File: src/rtl/fp_pkg.sv
// Shared binary32 constants, FSM state encoding and field view for the accumulator.
package fp_pkg;

  localparam int          EXP_BIAS = 127;
  localparam logic [7:0]  EXP_MAX  = 8'hFF;
  localparam logic [31:0] QNAN     = 32'h7FC00000;
  localparam logic [31:0] POS_INF  = 32'h7F800000;
  localparam logic [31:0] NEG_INF  = 32'hFF800000;

  typedef enum logic [2:0] {
    IDLE  = 3'd0,
    ALIGN = 3'd1,
    ADD   = 3'd2,
    NORM  = 3'd3,
    ROUND = 3'd4
  } fsm_state_e;

  typedef struct packed {
    logic       sign;
    logic [7:0] exp;
    logic [22:0] frac;
  } fp32_t;

  function automatic logic [31:0] signed_inf(input logic sign);
    return sign ? NEG_INF : POS_INF;
  endfunction

endpackage

File: src/rtl/fp_lzc.sv
// Combinational leading-zero count of a 28-bit sum; an all-zero input reports 28.
module fp_lzc
  import fp_pkg::*;
(
  input  logic [27:0] value_i,
  output logic [4:0]  count_o
);

  // Scan upward so the highest set bit is the last one to write the count.
  always_comb begin
    count_o = 5'd28;
    for (int i = 0; i < 28; i++) begin
      if (value_i[i]) count_o = 5'(27 - i);
    end
  end

endmodule

File: src/rtl/fp_accumulator.sv
// Multi-cycle binary32 accumulator: acc := acc + in_data through ALIGN/ADD/NORM/ROUND.
module fp_accumulator
  import fp_pkg::*;
(
  input  logic        clk,
  input  logic        rst,
  input  logic        start,
  input  logic        clear,
  input  logic [31:0] in_data,
  output logic [31:0] result,
  output logic [31:0] acc,
  output logic        overflow,
  output logic        done,
  output logic        busy
);

  fsm_state_e  state_q, state_d;

  // frozen operands and architectural outputs
  logic [31:0] opa_q, opb_q;
  logic [31:0] acc_q, result_q;
  logic        overflow_q, done_q;

  // inter-stage datapath registers
  logic        spec_q, sign_q, sub_q, zsign_q, zero_q;
  logic [31:0] spec_val_q;
  logic [9:0]  exp_q;            // two's complement, may dip below 1 before flush
  logic [26:0] mb_q, ms_q;       // {hidden, frac[22:0], guard, round, sticky}
  logic [27:0] sum_q;
  logic [26:0] norm_q;

  // ALIGN stage combinational results
  fp32_t       a, b;
  logic        a_nan, a_inf, b_nan, b_inf;
  logic [23:0] ma, mb, big_m, small_m;
  logic [7:0]  ea, eb, big_e, small_e, diff;
  logic [26:0] small_ext, lost_mask;
  logic        spec_d, sign_d, sub_d, zsign_d;
  logic [31:0] spec_val_d;
  logic [9:0]  exp_align_d;
  logic [26:0] mb_d, ms_d;

  // ADD / NORM / ROUND combinational results
  logic [27:0] sum_d;
  logic [4:0]  lz_cnt, shamt;
  logic [26:0] shifted;
  logic [26:0] norm_d;
  logic [9:0]  exp_norm_d;
  logic        zero_d;
  logic        round_up;
  logic [24:0] mant_rnd;
  logic [22:0] frac_rnd;
  logic [9:0]  exp_rnd;
  logic [31:0] result_d;
  logic        overflow_d;

  fp_lzc u_lzc (
    .value_i (sum_q),
    .count_o (lz_cnt)
  );

  // FSM state register
  always_ff @(posedge clk) begin
    if (rst) state_q <= IDLE;
    else     state_q <= state_d;
  end

  // FSM next state: start only matters in IDLE, the rest is a fixed walk
  always_comb begin
    state_d = state_q;
    case (state_q)
      IDLE:    if (start) state_d = ALIGN;
      ALIGN:   state_d = ADD;
      ADD:     state_d = NORM;
      NORM:    state_d = ROUND;
      ROUND:   state_d = IDLE;
      default: state_d = IDLE;
    endcase
  end

  // ALIGN: classify operands, order by magnitude, shift the smaller with GRS
  always_comb begin
    a       = opa_q;
    b       = opb_q;
    a_nan   = (a.exp == EXP_MAX) && (a.frac != '0);
    a_inf   = (a.exp == EXP_MAX) && (a.frac == '0);
    b_nan   = (b.exp == EXP_MAX) && (b.frac != '0);
    b_inf   = (b.exp == EXP_MAX) && (b.frac == '0);
    // subnormals collapse to a zero significand but keep their sign
    ma      = (a.exp == 8'd0) ? 24'd0 : {1'b1, a.frac};
    ea      = (a.exp == 8'd0) ? 8'd0  : a.exp;
    mb      = (b.exp == 8'd0) ? 24'd0 : {1'b1, b.frac};
    eb      = (b.exp == 8'd0) ? 8'd0  : b.exp;
    big_e   = ea;
    big_m   = ma;
    small_e = eb;
    small_m = mb;
    sign_d  = a.sign;
    if ({eb, mb} > {ea, ma}) begin
      big_e   = eb;
      big_m   = mb;
      small_e = ea;
      small_m = ma;
      sign_d  = b.sign;
    end
    sub_d     = a.sign ^ b.sign;
    zsign_d   = a.sign & b.sign;     // only -0 + -0 keeps a negative zero
    diff      = big_e - small_e;
    small_ext = {small_m, 3'b000};
    lost_mask = '0;
    if (diff >= 8'd26) begin
      ms_d = {26'd0, |small_ext};
    end else begin
      lost_mask = (27'd1 << diff) - 27'd1;
      ms_d      = (small_ext >> diff) | {26'd0, |(small_ext & lost_mask)};
    end
    mb_d        = {big_m, 3'b000};
    exp_align_d = {2'b00, big_e};
    spec_d      = a_nan | b_nan | a_inf | b_inf;
    if (a_nan | b_nan | (a_inf & b_inf & sub_d)) spec_val_d = QNAN;
    else if (a_inf)                               spec_val_d = signed_inf(a.sign);
    else                                          spec_val_d = signed_inf(b.sign);
  end

  // ADD: larger magnitude is first, so the difference never goes negative
  always_comb begin
    sum_d = sub_q ? ({1'b0, mb_q} - {1'b0, ms_q}) : ({1'b0, mb_q} + {1'b0, ms_q});
  end

  // NORM: carry-out shifts right once, otherwise left by lz-1 to put the MSB at bit 26
  always_comb begin
    shamt   = lz_cnt - 5'd1;
    shifted = sum_q[26:0] << shamt;
    zero_d  = (sum_q == '0);
    if (sum_q[27]) begin
      norm_d     = sum_q[27:1] | {26'd0, sum_q[0]};
      exp_norm_d = exp_q + 10'd1;
    end else begin
      norm_d     = shifted;
      exp_norm_d = exp_q - {5'd0, shamt};
    end
  end

  // ROUND: nearest-even, renormalise on carry, then pick special/zero/inf/flush/normal
  always_comb begin
    round_up = norm_q[2] & (norm_q[1] | norm_q[0] | norm_q[3]);
    mant_rnd = {1'b0, norm_q[26:3]} + {24'd0, round_up};
    if (mant_rnd[24]) begin
      frac_rnd = mant_rnd[23:1];
      exp_rnd  = exp_q + 10'd1;
    end else begin
      frac_rnd = mant_rnd[22:0];
      exp_rnd  = exp_q;
    end
    overflow_d = 1'b0;
    if (spec_q) begin
      result_d = spec_val_q;
    end else if (zero_q) begin
      result_d = {zsign_q, 31'd0};
    end else if ($signed(exp_rnd) >= 10'sd255) begin
      result_d   = signed_inf(sign_q);
      overflow_d = 1'b1;
    end else if ($signed(exp_rnd) <= 10'sd0) begin
      result_d = {sign_q, 31'd0};
    end else begin
      result_d = {sign_q, exp_rnd[7:0], frac_rnd};
    end
  end

  // Datapath registers: each stage updates only its own slice of state
  always_ff @(posedge clk) begin
    if (rst) begin
      opa_q      <= '0;
      opb_q      <= '0;
      acc_q      <= '0;
      result_q   <= '0;
      overflow_q <= 1'b0;
      done_q     <= 1'b0;
      spec_q     <= 1'b0;
      spec_val_q <= '0;
      sign_q     <= 1'b0;
      sub_q      <= 1'b0;
      zsign_q    <= 1'b0;
      zero_q     <= 1'b0;
      exp_q      <= '0;
      mb_q       <= '0;
      ms_q       <= '0;
      sum_q      <= '0;
      norm_q     <= '0;
    end else begin
      done_q <= 1'b0;
      case (state_q)
        IDLE: begin
          if (start) begin
            opa_q <= clear ? 32'd0 : acc_q;
            opb_q <= in_data;
          end else if (clear) begin
            acc_q <= '0;
          end
        end
        ALIGN: begin
          spec_q     <= spec_d;
          spec_val_q <= spec_val_d;
          sign_q     <= sign_d;
          sub_q      <= sub_d;
          zsign_q    <= zsign_d;
          exp_q      <= exp_align_d;
          mb_q       <= mb_d;
          ms_q       <= ms_d;
        end
        ADD: begin
          sum_q <= sum_d;
        end
        NORM: begin
          norm_q <= norm_d;
          exp_q  <= exp_norm_d;
          zero_q <= zero_d;
        end
        ROUND: begin
          result_q   <= result_d;
          acc_q      <= result_d;
          overflow_q <= overflow_d;
          done_q     <= 1'b1;
        end
        default: ;
      endcase
    end
  end

  assign result   = result_q;
  assign acc      = acc_q;
  assign overflow = overflow_q;
  assign done     = done_q;
  assign busy     = (state_q != IDLE);

endmodule

File: config.mk
export PLATFORM = sky130hd
export DESIGN_NAME = fp_accumulator
export DESIGN_NICKNAME = d
export VERILOG_FILES = /design/src/rtl/fp_pkg.sv /design/src/rtl/fp_lzc.sv /design/src/rtl/fp_accumulator.sv
export SDC_FILE = /design/constraint.sdc
export NUM_CORES = 1
export LEC_CHECK = 0
export CELL_PAD_IN_SITES_DETAIL_PLACEMENT = 1
export CELL_PAD_IN_SITES_GLOBAL_PLACEMENT = 2
export CORE_AREA = 2 2 232 234
export DETAILED_ROUTE_END_ITERATION = 8
export DIE_AREA = 0 0 234 236
export PLACE_DENSITY = 0.88
export SLEW_MARGIN = 15
export SYNTH_ARGS = -nofsm -noshare
export SYNTH_HDL_FRONTEND = slang
export SYNTH_SLANG_ARGS = --single-unit
File: constraint.sdc
create_clock -name clk -period 7.7 [get_ports clk]
set_clock_uncertainty 0.1 [all_clocks]
set_input_delay 0.77 -clock clk [delete_from_list [all_inputs] [get_ports clk]]
set_output_delay 0.77 -clock clk [all_outputs]
set_load 0.01 [all_outputs]
==> Yosys cells after proc, flatten, opt, wreduce, memory -nomap -nowiden <==
Index checks and enable logic that the tools add are counted.
{ "word_totals": {"ff_bits": 286, "input_bits": 36, "out_inout_bits": 67, "word_cells": 136} }
{ "classes": {"addsub": 8, "n_lt_le_gt_ge": 4, "n_eq_ne": 8, "n_shift": 3, "mux": 62, "bitwise_logic": 14, "n_reduce_logical": 19} }
{ "op_table": {"columns": ["op", "count"], "rows": [
  ["$mux W32", 10],
  ["$mux W24", 4],
  ["$mux W5", 16],
  ["$pmux W32 S2", 1],
  ["$mux W27", 2],
  ["$or A27 B1 Y27", 2],
  ["$logic_not A23 Y1", 2],
  ["$reduce_bool A23 Y1", 2],
  ["$gt A32 B32 Y1", 1],
  ["$mux W4", 8],
  ["$mux W8", 4],
  ["$mux W31", 1],
  ["$add A27 B27 Y28", 1],
  ["$logic_not A28 Y1", 1],
  ["$mux W28", 1],
  ["$sub A27 B27 Y28", 1],
  ["$and A27 B27 Y27", 1],
  ["$reduce_or A27 Y1", 1],
  ["$shl A1 B8 Y27 const A", 1],
  ["$shl A27 B5 Y27", 1],
  ["$shr A27 B8 Y27", 1],
  ["$sub A27 B1 Y27 const B", 1],
  ["$add A24 B1 Y25", 1],
  ["$reduce_or A24 Y1", 1],
  ["27 further kinds", 53]
]} }

==> Depth between registers and ports, before layout <==
Gate-level depths: netlist (run 1).
{ "logic_depth": {"ltp_word": 32, "ltp_mapped": 27, "depth_no_buf": 22} }

==> Modules after synthesis <==
From an unflattened synthesis (run 1), not the netlist that was laid out.
{ "hier_totals": {"cells_unflattened": 2454, "area_unflattened_um2": 18250.0} }
{ "modules_own_cells": {"columns": ["module", "instances", "cells_per_inst", "area_per_inst_um2", "seq_area_each_um2"], "rows": [
  ["fp_accumulator", 1, 2394, 17913.4, 5144.9],
  ["fp_lzc", 1, 60, 336.6, 0.0]
]} }

==> Worst setup path before layout (run 1) <==
OpenSTA, ideal clock, no wires.
{ "synth_path": {"path_kind": "register to register", "startpoint": "register sum_q[0]", "endpoint": "register exp_q[8]", "setup_time_ps": 128, "arrival_time_ps": 5743, "t_required_ps": 7472, "slack_ps": 1730, "path_stages_with_launch": 28, "path_buffers": 7, "period_less_slack_ps": 5970, "path_cell_list": "dfxtp_1 -> nor2b_1 -> o21bai_1 -> a21oi_1 -> o21bai_1 -> a21oi_1 -> o21a_1 -> o31ai_1 -> clkbuf_1 -> clkbuf_1 -> buf_2 -> ha_1 -> xor2_1 -> buf_2 -> buf_2 -> buf_1 -> buf_1 -> ha_1 -> a21o_1 -> a21oi_1 -> nor2b_1 -> nor4_1 -> nor3b_1 -> a41oi_1 -> nand2_1 -> nand2_1 -> a21oi_1 -> nor2_1"} }
{ "synth_via": {"elab_chain_cells": 32} }
{ "synth_lines": {"columns": ["item", "line", "text"], "rows": [
  ["start, declared", "fp_accumulator.sv:29", "logic [27:0] sum_q;"],
  ["start signal, assigned", "fp_accumulator.sv:212", "sum_q <= sum_d;"],
  ["$mux W3 (4 in series)", "fp_lzc.sv:13", "if (value_i[i]) count_o = 5'(27 - i);"],
  ["$mux W4 (8 in series)", "fp_lzc.sv:13", null],
  ["$mux W5 (16 in series)", "fp_lzc.sv:13", null],
  ["$sub A5 B1 Y5", "fp_accumulator.sv:132", "shamt = lz_cnt - 5'd1;"],
  ["$sub A10 B5 Y10", "fp_accumulator.sv:140", "exp_norm_d = exp_q - {5'd0, shamt};"],
  ["$mux W10", "fp_accumulator.sv:135", "if (sum_q[27]) begin"],
  ["$pmux W10 S2", "fp_accumulator.sv:192", "case (state_q)"],
  ["end signal, assigned", "fp_accumulator.sv:207", "exp_q <= exp_align_d;"],
  ["end signal, assigned", "fp_accumulator.sv:216", "exp_q <= exp_norm_d;"],
  ["end, declared", "fp_accumulator.sv:27", "logic [9:0] exp_q;"]
]} }
Every way passes these cells.
A chain may end at the register's enable or synchronous reset.

==> Worst setup path after layout (run 1) <==
{ "layout_path": {"startpoint": "register opa_q[27] (netlist: a[27])", "endpoint": "register ms_q[0]"} }
{ "layout_via": {"elab_chain_cells": 11, "word_cells_on_any_way": 17, "cone_classes": "add/sub: 2; order compare: 2; shift: 2; mux: 6; bitwise: 2; reduce/logical: 3"} }
{ "layout_lines": {"columns": ["item", "line", "text"], "rows": [
  ["start, declared", "fp_accumulator.sv:20", "logic [31:0] opa_q, opb_q;"],
  ["start signal, assigned", "fp_accumulator.sv:195", "opa_q <= clear ? 32'd0 : acc_q;"],
  ["$logic_not A8 Y1", "fp_accumulator.sv:90, fp_accumulator.sv:91", null],
  ["$mux W24 / $mux W8 (equally long branches)", "fp_accumulator.sv:90, fp_accumulator.sv:91", null],
  ["$gt A32 B32 Y1", "fp_accumulator.sv:99", "if ({eb, mb} > {ea, ma}) begin"],
  ["$mux W8", "fp_accumulator.sv:99", null],
  ["$sub A8 B8 Y8", "fp_accumulator.sv:108", "diff = big_e - small_e;"],
  ["$shl A1 B8 Y27", "fp_accumulator.sv:114", "lost_mask = (27'd1 << diff) - 27'd1;"],
  ["$sub A27 B1 Y27", "fp_accumulator.sv:114", null],
  ["$and A27 B27 Y27", "fp_accumulator.sv:115", "ms_d = (small_ext >> diff) | {26'd0, |(small_ext & lost_mask)};"],
  ["$reduce_or A27 Y1", "fp_accumulator.sv:115", null],
  ["$or A27 B1 Y27", "fp_accumulator.sv:115", null],
  ["$mux W27 *", "fp_accumulator.sv:111", "if (diff >= 8'd26) begin"],
  ["end signal, assigned", "fp_accumulator.sv:209", "ms_q <= ms_d;"],
  ["end, declared", "fp_accumulator.sv:28", "logic [26:0] mb_q, ms_q;"]
]} }
Every way passes the cells marked *; elsewhere a longest branch is shown, timed or not.

==> results.json, run 1 <==
{
  "fp.dieArea_mm2": 0.0552,
  "grt.total_usage": 0.253,
  "drc": 0,
  "routedWlPerCell_um": 22.2,
  "cts_hold_buf": 0,
  "critical_path_class": "flop to flop",
  "layout_cells_sized_above_1": 0.0683,
  "hpwl_detailed_um": 54700,
  "finalSetupViolCount": 0,
  "max_freq_ghz": 0.149,
  "grt_start_max_net_pins": 97,
  "worst_r2r_startpoint": "a[27]",
  "path_clk_slew_ps": 70,
  "number_of_clock_sinks": 257,
  "critical_path_cell_by_cell": "nor4_1 > nand2_1 > buf_4 > inv_1 > ha_1 > nand4_1 > nor4_4 > and3_1 > o211ai_1 > and2_1 > ha_1 > o31ai_1 > o31ai_4 > mux2i_1 > mux2_2 > o2bb2ai_1 > or4_1 > nor4_1 > a21oi_1",
  "final_cell_mix": "nand2_1, nor2_1, a21oi_1, dfxtp_1, o21ai_0",
  "outcome": "finished clean",
  "fp.dieW_um": 234,
  "cts-buffers-inserted": 30,
  "die_height_um": 236,
  "worst_path_largest_cell_delay_ps": 940,
  "core_mm2": 0.0531,
  "finish.utilization": 0.394,
  "post-route-period-util": 0.874,
  "ctsHtreeMaxLevel": 1,
  "worst_pin_slew_ps": 1090,
  "route.final.wire_length_um": 71000,
  "crit-reg2reg-capture": "ms_q[0]",
  "synthesis.area_mm2": 0.0183,
  "cp-endpoint": "ms_q[0]",
  "port_buffers": 102,
  "global_route_wire_length_before_repair_um": 110000,
  "start_kind": "flop",
  "postRouteAntennaNets": 0,
  "clk_root_buffer_cell": "clkbuf_16",
  "synth_enable_flop_cells": 0,
  "vias_per_cell": 5.78,
  "regToRegSetupSlack_ps": 970,
  "maxSlewHeadroom": 0.273,
  "hold_path.class": "flop to flop",
  "via_count": 18501,
  "report.final.slew_viol_count": 0,
  "final_common_cell": "nand2_1",
  "netlist_instances": 2487,
  "ys_async_sr_fraction": 0,
  "cts_max_path_buffers": 3,
  "worstPathRequired_ps": 8060,
  "worst_skew_pair.late_latency_ps": 590,
  "netlist.top_cell.by_area": "dfxtp_1",
  "synth_net_count": 2616,
  "post_cts.resized_instances": 0,
  "gp_congestion": 0.944,
  "synthTopCellsByArea": "dfxtp_1, a21oi_1, nand2_1, ha_1, mux2i_1",
  "cts_setup_buffers": 0,
  "critical_path_fanout_max": 27,
  "hold_viol": 0,
  "cp_top_family": "simple AND/OR/NAND/NOR gates",
  "ys_warn_count": 0,
  "core.rowCount": 85,
  "drt-initial-drc-count": 1167,
  "worstPathBufferInverterCount": 2,
  "setup.worst_path.end_class": "flop",
  "fin_tns_setup_ps": 0,
  "layout_overhead_on_the_synthesized_area_pct": 14.5,
  "timing.critical_path.slowest_stage_cell": "and3_1",
  "vdd_ir_drop_max_uv": 187,
  "antennaDiodeCount": 0,
  "setup.worst_path.start": "a[27]",
  "drt-pass1-iter-count": 5,
  "maxCapViolations": 0,
  "fin_nets": 2609,
  "netlist-cell-type-count": 83,
  "timing.critical_path.arrival_ps": 7100,
  "ys_dominant_reg_cell": "dfxtp_1",
  "critical_path_cell_count": 19,
  "boundaryPins": 103,
  "timing.reg2reg.worst_path_depth": 19,
  "post_syn_area_per_cell_um2": 7.35,
  "power.leakage_nw": 7.93,
  "unrepaired_setup_endpoints_after_global_routing": "no",
  "initial_utilization": 0.344,
  "grt_pass1_vias": 18571,
  "power_per_cell_area_mw_per_mm2": 254,
  "synth-seq-cells": 257,
  "synth_top_cell_area_share": 0.282,
  "grt_remaining_overflow": 0,
  "seq_area_frac_synth": 0.282,
  "grt_antenna_before_repair": 0,
  "layout_min_cycle_time_ps": 6730,
  "clock_tree_from_tritoncts": "built"
}
## synth_stat cells, drive strengths merged, types with 35 or more instances
library cell  instances
nand3                35
a211oi               44
a21oi               268
dfxtp               257
nand2               348
xnor2                39
nor2                272
nor3                 88
o21ai               141
nor3b                38
ha                   91
inv                 110
mux2i               107
clkbuf              162
## cell families (layout without fill, tap and decap cells)
| kind of cell | after synthesis | in the layout | share of synthesized area |
|---|---|---|---|
| DFF | 257 | 257 | 0.282 |
| and+or+nand+nor | 939 | 939 | 0.235 |
| xor gates and xnor gates | 65 | 65 | 0.0312 |
| adders and majority gates | 93 | 93 | 0.0645 |
| AOI/OAI and AO/OA | 685 | 685 | 0.235 |
| muxes | 145 | 145 | 0.0894 |
| buffers and inverters | 303 | 319 | 0.0637 |
## layer usage
layer  GRT usage  part of all wire  wire (µm)  vias up
met5           0                 0          0        -
met4      0.0769             0.032       2250        0
met3      0.0251             0.043       3030      110
met2       0.412              0.47      33000      439
met1       0.350              0.46      32700     9131
li1            -                 -          -     8821
## cell type report
class	instances	area [µm²]
timing repair buffer	153	1420
clock buffer	39	846
fill	6516	32200
inverter	111	417
clock inverter	16	176
sequential	257	5140
tap	696	871
multi-input combinational	1927	12000
## state kept, by name, indices dropped and copies added (netlist names)
signal,flops
done,1
exp_q,10
state_q,3
overflow,1
sign_q,1
spec_q,1
result,32
sub_q,1
acc,32
ms_q,27
norm_q,27
zero_q,1
spec_val_q,3
mb_q,24
a,32
sum_q,28
b,32
zsign_q,1
## worst reg2reg max path: stages, from the launching register on
cell and delay, ps:
dfxtp_1 360, nor4_1 370, nand2_1 530, buf_4 440, inv_1 130, ha_1 150, nand4_1 180, nor4_4 390
and3_1 940, o211ai_1 190, and2_1 190, ha_1 240, o31ai_1 500, o31ai_4 320, mux2i_1 210, mux2_2 330
o2bb2ai_1 130, or4_1 480, nor4_1 330, a21oi_1 110
## power breakdown
group	switching (W)	total, W	internal [W]	leakage, nW
clock network	0.000616	0.00149	0.000874	0.500
logic	0.00149	0.00234	0.000851	5.35
registers	0.0000916	0.00148	0.00139	2.08
## metrics by stage
stage / hold WS, ps / std cells / setup slack [ps] / area (µm²) / power [W]
floorplan: 332 / 2487 / 1730 / 18300 / 0.00317
global placement: 342 / 3144 / 1200 / 19900 / 0.00377
detailed placement: 350 / 3144 / 1080 / 19900 / 0.00382
CTS: 358 / 3199 / 1030 / 20900 / 0.00532
global route: 380 / 3199 / 400 / 20900 / 0.00560
finish: 358 / 3199 / 966 / 20900 / 0.00531
## how the worst min path moves through the flow
stage | from | to | slack (ps) | depth (start not counted)
floorplan | spec_val_q[30] | spec_val_q[30] | 330 | 2
finish | result[27] | result[27] | 360 | 2
detailed placement | result[27] | result[27] | 350 | 2
CTS | result[27] | result[27] | 360 | 2
global placement | result[21] | result[21] | 340 | 2
global route | result[17] | result[17] | 380 | 2
Power figures use the tool's default switching activity.
==> run 2, diff against run 1 <==
--- a/config.mk
+++ b/config.mk
@@ -5,12 +5,14 @@
 export SDC_FILE = /design/constraint.sdc
 export NUM_CORES = 1
 export LEC_CHECK = 0
-export CELL_PAD_IN_SITES_DETAIL_PLACEMENT = 1
-export CELL_PAD_IN_SITES_GLOBAL_PLACEMENT = 2
+export CELL_PAD_IN_SITES_DETAIL_PLACEMENT = 0
+export CELL_PAD_IN_SITES_GLOBAL_PLACEMENT = 1
 export CORE_AREA = 2 2 232 234
 export DETAILED_ROUTE_END_ITERATION = 8
 export DIE_AREA = 0 0 234 236
-export PLACE_DENSITY = 0.88
+export GPL_TIMING_DRIVEN = 0
+export PLACE_DENSITY = 0.74
+export RECOVER_POWER = 100
 export SLEW_MARGIN = 15
 export SYNTH_ARGS = -nofsm -noshare
 export SYNTH_HDL_FRONTEND = slang
==> results.json, run 2 (synthesis results as in run 1) <==
{
  "clk_root_buffer_cell": "clkbuf_16",
  "vdd_ir_drop_max_uv": 166,
  "critical_path_cell_by_cell": "nor4_1 > nand2_1 > clkbuf_1 > clkbuf_1 > nand2_1 > ha_1 > nand4_1 > nor4_2 > a21boi_2 > a2111oi_4 > o211a_1 > or4_1 > and2_0 > ha_1 > o31a_1 > o22ai_1 > xor2_1 > clkbuf_1 > nor4_1 > or4_1 > nor4_1 > a21oi_1",
  "fin_nets": 2748,
  "global_route_wire_length_before_repair_um": 110000,
  "layout_cells_sized_above_1": 0.0458,
  "holdWs_ps": 350,
  "worst_path_largest_cell_delay_ps": 550,
  "worst_skew_pair.late_latency_ps": 570,
  "maxCapViolations": 0,
  "final_cell_mix": "nand2_1, nor2_1, a21oi_1, dfxtp_1, clkbuf_1",
  "grt.total_usage": 0.257,
  "detailed_place.area_mm2": 0.0201,
  "drc": 0,
  "worstPathRequired_ps": 8050,
  "fp.dieW_um": 234,
  "critical_path_fanout_max": 10,
  "timing.critical_path.arrival_ps": 7640,
  "fin_tns_setup_ps": 0,
  "number_of_clock_sinks": 257,
  "postRouteAntennaNets": 0,
  "fp.dieArea_mm2": 0.0552,
  "max_freq_ghz": 0.137,
  "grt_start_max_net_pins": 15,
  "grt_antenna_before_repair": 0,
  "core_mm2": 0.0531,
  "worst_pin_slew_ps": 1020,
  "report.final.slew_viol_count": 0,
  "hold_path.class": "flop to flop",
  "via_count": 19097,
  "layout_min_cycle_time_ps": 7290,
  "core.rowCount": 85,
  "die_height_um": 236,
  "power_per_cell_area_mw_per_mm2": 251,
  "power.leakage_nw": 8.14,
  "port_buffers": 100,
  "unrepaired_setup_endpoints_after_global_routing": "no",
  "boundaryPins": 103,
  "grt_pass1_vias": 18085,
  "cts_setup_buffers": 0,
  "setup.worst_path.end_class": "flop",
  "start_kind": "flop",
  "post-route-period-util": 0.947,
  "final_common_cell": "nand2_1",
  "finalSetupViolCount": 0,
  "vias_per_cell": 5.72,
  "maxSlewHeadroom": 0.314,
  "drt-pass1-iter-count": 6,
  "gp_congestion": 0.971,
  "finish.utilization": 0.399,
  "hold_viol": 0,
  "clock_tree_from_tritoncts": "built",
  "initial_utilization": 0.344,
  "hpwl_detailed_um": 58800,
  "ctsHtreeMaxLevel": 1,
  "cts_max_path_buffers": 3,
  "critical_path_class": "flop to flop",
  "outcome": "finished clean",
  "timing.critical_path.slowest_stage_cell": "clkbuf_1",
  "grt_remaining_overflow": 0,
  "layout_overhead_on_the_synthesized_area_pct": 15.8,
  "drt-initial-drc-count": 1645,
  "path_clk_slew_ps": 60,
  "cts-buffers-inserted": 30,
  "route.final.wire_length_um": 72800,
  "routedWlPerCell_um": 21.8,
  "post_route_standard_cell_area_excluding_fillers_mm2": 0.0212
}
[run 2: cell count changes in the layout (fill, tap and decap cells not counted), moves of 6 or more]
cell | previous run | this run
and2_0 | 0 | 6
and2_1 | 13 | 7
clkbuf_1 | 4 | 178
clkdlybuf4s50_1 | 100 | 33
dlygate4sd3_1 | 0 | 67
buf_2 | 1 | 10
buf_4 | 50 | 1
[run 2: layout make-up]
| cell class | instances | area [µm²] |
|---|---|---|
| fillers | 5526 | 31900 |
| multi-input cells | 1927 | 12000 |
| flip-flops and latches | 257 | 5150 |
| repair buffers | 100 | 1000 |
| well taps | 696 | 871 |
| clock buffers | 41 | 853 |
| plain buffers | 192 | 747 |
| inverters | 111 | 417 |
| clock inverters | 12 | 148 |
| diodes | 1 | 2.50 |
[run 2: worst max-delay path: cells and delay by family, from the launching register on]
| kind | cells | cell delay (ps) |
|---|---|---|
| and+or+nand+nor | 10 | 2630 |
| AOI/OAI and AO/OA | 6 | 1520 |
| buffers and inverters | 3 | 1320 |
| adders and majority gates | 2 | 610 |
| DFF | 1 | 540 |
| xor gates and xnor gates | 1 | 440 |
[run 2: power breakdown]
group	leakage [nW]	total, W	switching [W]	internal, W
sequential	2.08	0.00146	0.0000782	0.00139
clock	0.489	0.00145	0.000580	0.000871
combinational	5.57	0.00239	0.00156	0.000832
total	8.14	0.00530	0.00222	0.00309
[run 2: per-layer routing]
layer | track usage | vias up | wire [µm]
met3 | 0.0280 | 138 | 3960
met4 | 0.0748 | 0 | 2480
met2 | 0.429 | 625 | 34100
li1 | - | 9123 | -
met1 | 0.346 | 9211 | 32200
met5 | 0 | - | 0
[run 2: worst paths after layout]
path / from / endpoint / slack [ps] / cells past startpoint
worst min-delay path: result[21] / result[21] / 350 / 2
worst max-delay path: a[23] / ms_q[0] / 410 / 22
worst min register to register: result[21] / result[21] / 350 / 2
worst max register to register: a[23] / ms_q[0] / 410 / 22
[run 2: timing repair]
action,4_1_cts,5_1_grt
hold buffers,0,0
endpoints found under the setup margin,0,15
gates resized for setup,0,8
[run 2: stage by stage]
stage / total power [W] / worst slack, ps / cells
global route: 0.00557 / 28.5 / 3336
CTS: 0.00528 / 77.7 / 3336
detailed placement: 0.00383 / 98.8 / 3283
finish: 0.00530 / 409 / 3337
global placement: 0.00382 / 46.9 / 3283
floorplan: 0.00317 / 1730 / 2487
==> run 3, diff against run 2 <==
--- a/config.mk
+++ b/config.mk
@@ -5,6 +5,7 @@
 export SDC_FILE = /design/constraint.sdc
 export NUM_CORES = 1
 export LEC_CHECK = 0
+export CAP_MARGIN = 40
 export CELL_PAD_IN_SITES_DETAIL_PLACEMENT = 0
 export CELL_PAD_IN_SITES_GLOBAL_PLACEMENT = 1
 export CORE_AREA = 2 2 232 234
==> results.json, run 3 (synthesis results as in run 1) <==
{
  "outcome": "finished clean",
  "start_kind": "flop",
  "setup.worst_path.start": "a[24]",
  "internal_power_w": 0.00318,
  "cts_max_path_buffers": 3,
  "timing.reg2reg.worst_path_depth": 23,
  "drt-initial-drc-count": 1560,
  "gp_congestion": 0.971,
  "grt_pass1_vias": 17950,
  "cts_hold_buf": 0,
  "critical_path_cell_by_cell": "nor4_1 > nand2_1 > clkbuf_1 > buf_1 > nand2_1 > ha_1 > nand4_1 > nor4_4 > a21boi_2 > a2111oi_4 > o211a_1 > or4_1 > and2_1 > ha_1 > o31ai_1 > o31ai_4 > buf_4 > buf_2 > buf_2 > o311ai_0 > nor2_1 > o21ai_0 > a21oi_1",
  "grt_antenna_before_repair": 1,
  "worst_path_largest_cell_delay_ps": 720,
  "worst_r2r_startpoint": "a[24]",
  "drt-pass1-iter-count": 6,
  "worstPathRequired_ps": 8020,
  "critical_path_class": "flop to flop",
  "report.final.slew_viol_count": 0,
  "post_cts.resized_instances": 0,
  "path_clk_slew_ps": 60,
  "setup.worst_path.end_class": "flop",
  "seq_area_mm2": 0.00514,
  "share_comb_of_total_power": 0.444,
  "number_of_clock_sinks": 257,
  "regToRegSetupSlack_ps": 320,
  "grt_start_max_net_pins": 15,
  "die_height_um": 236,
  "global_route_wire_length_before_repair_um": 110000,
  "hold-path-cell-count": 2,
  "post-route-period-util": 0.958,
  "vias_per_cell": 5.70,
  "multi_input_area_mm2": 0.0120,
  "timing.critical_path.slowest_stage_cell": "dfxtp_1",
  "worst_pin_slew_ps": 970,
  "ctsHtreeMaxLevel": 1,
  "power_per_cell_area_mw_per_mm2": 254,
  "finalSetupViolCount": 0,
  "hold_path.startpoint": "result[21]",
  "max_freq_ghz": 0.136,
  "layout_cells_sized_above_1": 0.0506,
  "hold_viol": 0,
  "power_switching_share": 0.411,
  "fp.dieArea_mm2": 0.0552,
  "routedWlPerCell_um": 21.8,
  "clk_root_buffer_cell": "clkbuf_16",
  "route.final.wire_length_um": 72800,
  "power.leakage_nw": 8.23,
  "unrepaired_setup_endpoints_after_global_routing": "no",
  "fillCellCount": 5552,
  "final_common_cell": "nand2_1",
  "fin_tns_setup_ps": 0,
  "final_cell_mix": "nand2_1, nor2_1, a21oi_1, dfxtp_1, clkbuf_1",
  "sw_pwr_w": 0.00222,
  "grt_remaining_overflow": 0,
  "timing.critical_path.arrival_ps": 7700,
  "cts_setup_buffers": 0,
  "worst_skew_pair.late_latency_ps": 570,
  "fin_nets": 2755,
  "boundaryPins": 103,
  "cts-buffers-inserted": 30,
  "layout_min_cycle_time_ps": 7380,
  "hpwl_detailed_um": 58800,
  "core.rowCount": 85,
  "p_seq_frac": 0.271,
  "fp.dieW_um": 234,
  "vdd_ir_drop_max_uv": 180,
  "via_count": 19043,
  "postRouteAntennaNets": 0,
  "port_buffers": 100,
  "clock_tree_from_tritoncts": "built",
  "critical_path_fanout_max": 10,
  "clockPowerShare": 0.285,
  "maxCapViolations": 0,
  "antennaDiodeCount": 0,
  "grt.total_usage": 0.257,
  "core_mm2": 0.0531,
  "maxSlewHeadroom": 0.346,
  "layout_overhead_on_the_synthesized_area_pct": 16.5,
  "holdWs_ps": 351,
  "hold_path.class": "flop to flop",
  "drc": 0,
  "initial_utilization": 0.344
}
run 3: stage by stage:
step	instances	cell area (µm²)	utilization	power [W]	worst slack [ps]
2_1_floorplan	2487	18300	-	0.00317	1730
3_3_place_gp	3283	20100	0.380	0.00382	46.9
3_5_place_dp	3287	20200	0.380	0.00383	49.9
4_1_cts	3340	21200	0.400	0.00537	25.6
5_1_grt	3343	21300	0.401	0.00568	8.34
6_report	3343	21300	0.401	0.00541	322
run 3: final timing paths:
| kind | endpoint |
|---|---|
| max | ms_q[15] |
| min | result[21] |
| max reg2reg | ms_q[15] |
| min reg2reg | result[21] |
run 3: metal layers:
layer | up-vias | wire, µm | track usage
li1 | 9124 | - | -
met1 | 9108 | 31700 | 0.340
met2 | 666 | 33400 | 0.416
met3 | 145 | 4470 | 0.0378
met4 | 0 | 3230 | 0.102
met5 | - | 0 | 0
run 3: cell type report:
type,count,share of cell area
clock buffer,42,0.0412
buffer,192,0.0353
sequential,257,0.242
clock inverter,11,0.00893
multi-input combinational,1927,0.563
tap,696,0.0409
timing repair buffer,107,0.0495
inverter,111,0.0196
run 3: worst max-delay path, delay by kind of cell (launching register included):
| family | cells | cell delay, ps |
|---|---|---|
| and+or+nand+nor | 8 | 1860 |
| DFF | 1 | 720 |
| AOI/OAI and AO/OA | 8 | 2430 |
| adders and majority gates | 2 | 600 |
| buffers and inverters | 5 | 1480 |
run 3: power groups by stage:
| stage | clock network (W) | registers, W | logic, W |
|---|---|---|---|
| global placement | 0 | 0.00149 | 0.00233 |
| floorplan | 0 | 0.00145 | 0.00171 |
| global route | 0.00162 | 0.00147 | 0.00259 |
| detailed placement | 0 | 0.00149 | 0.00233 |
| finish | 0.00154 | 0.00146 | 0.00240 |
| CTS | 0.00156 | 0.00146 | 0.00235 |
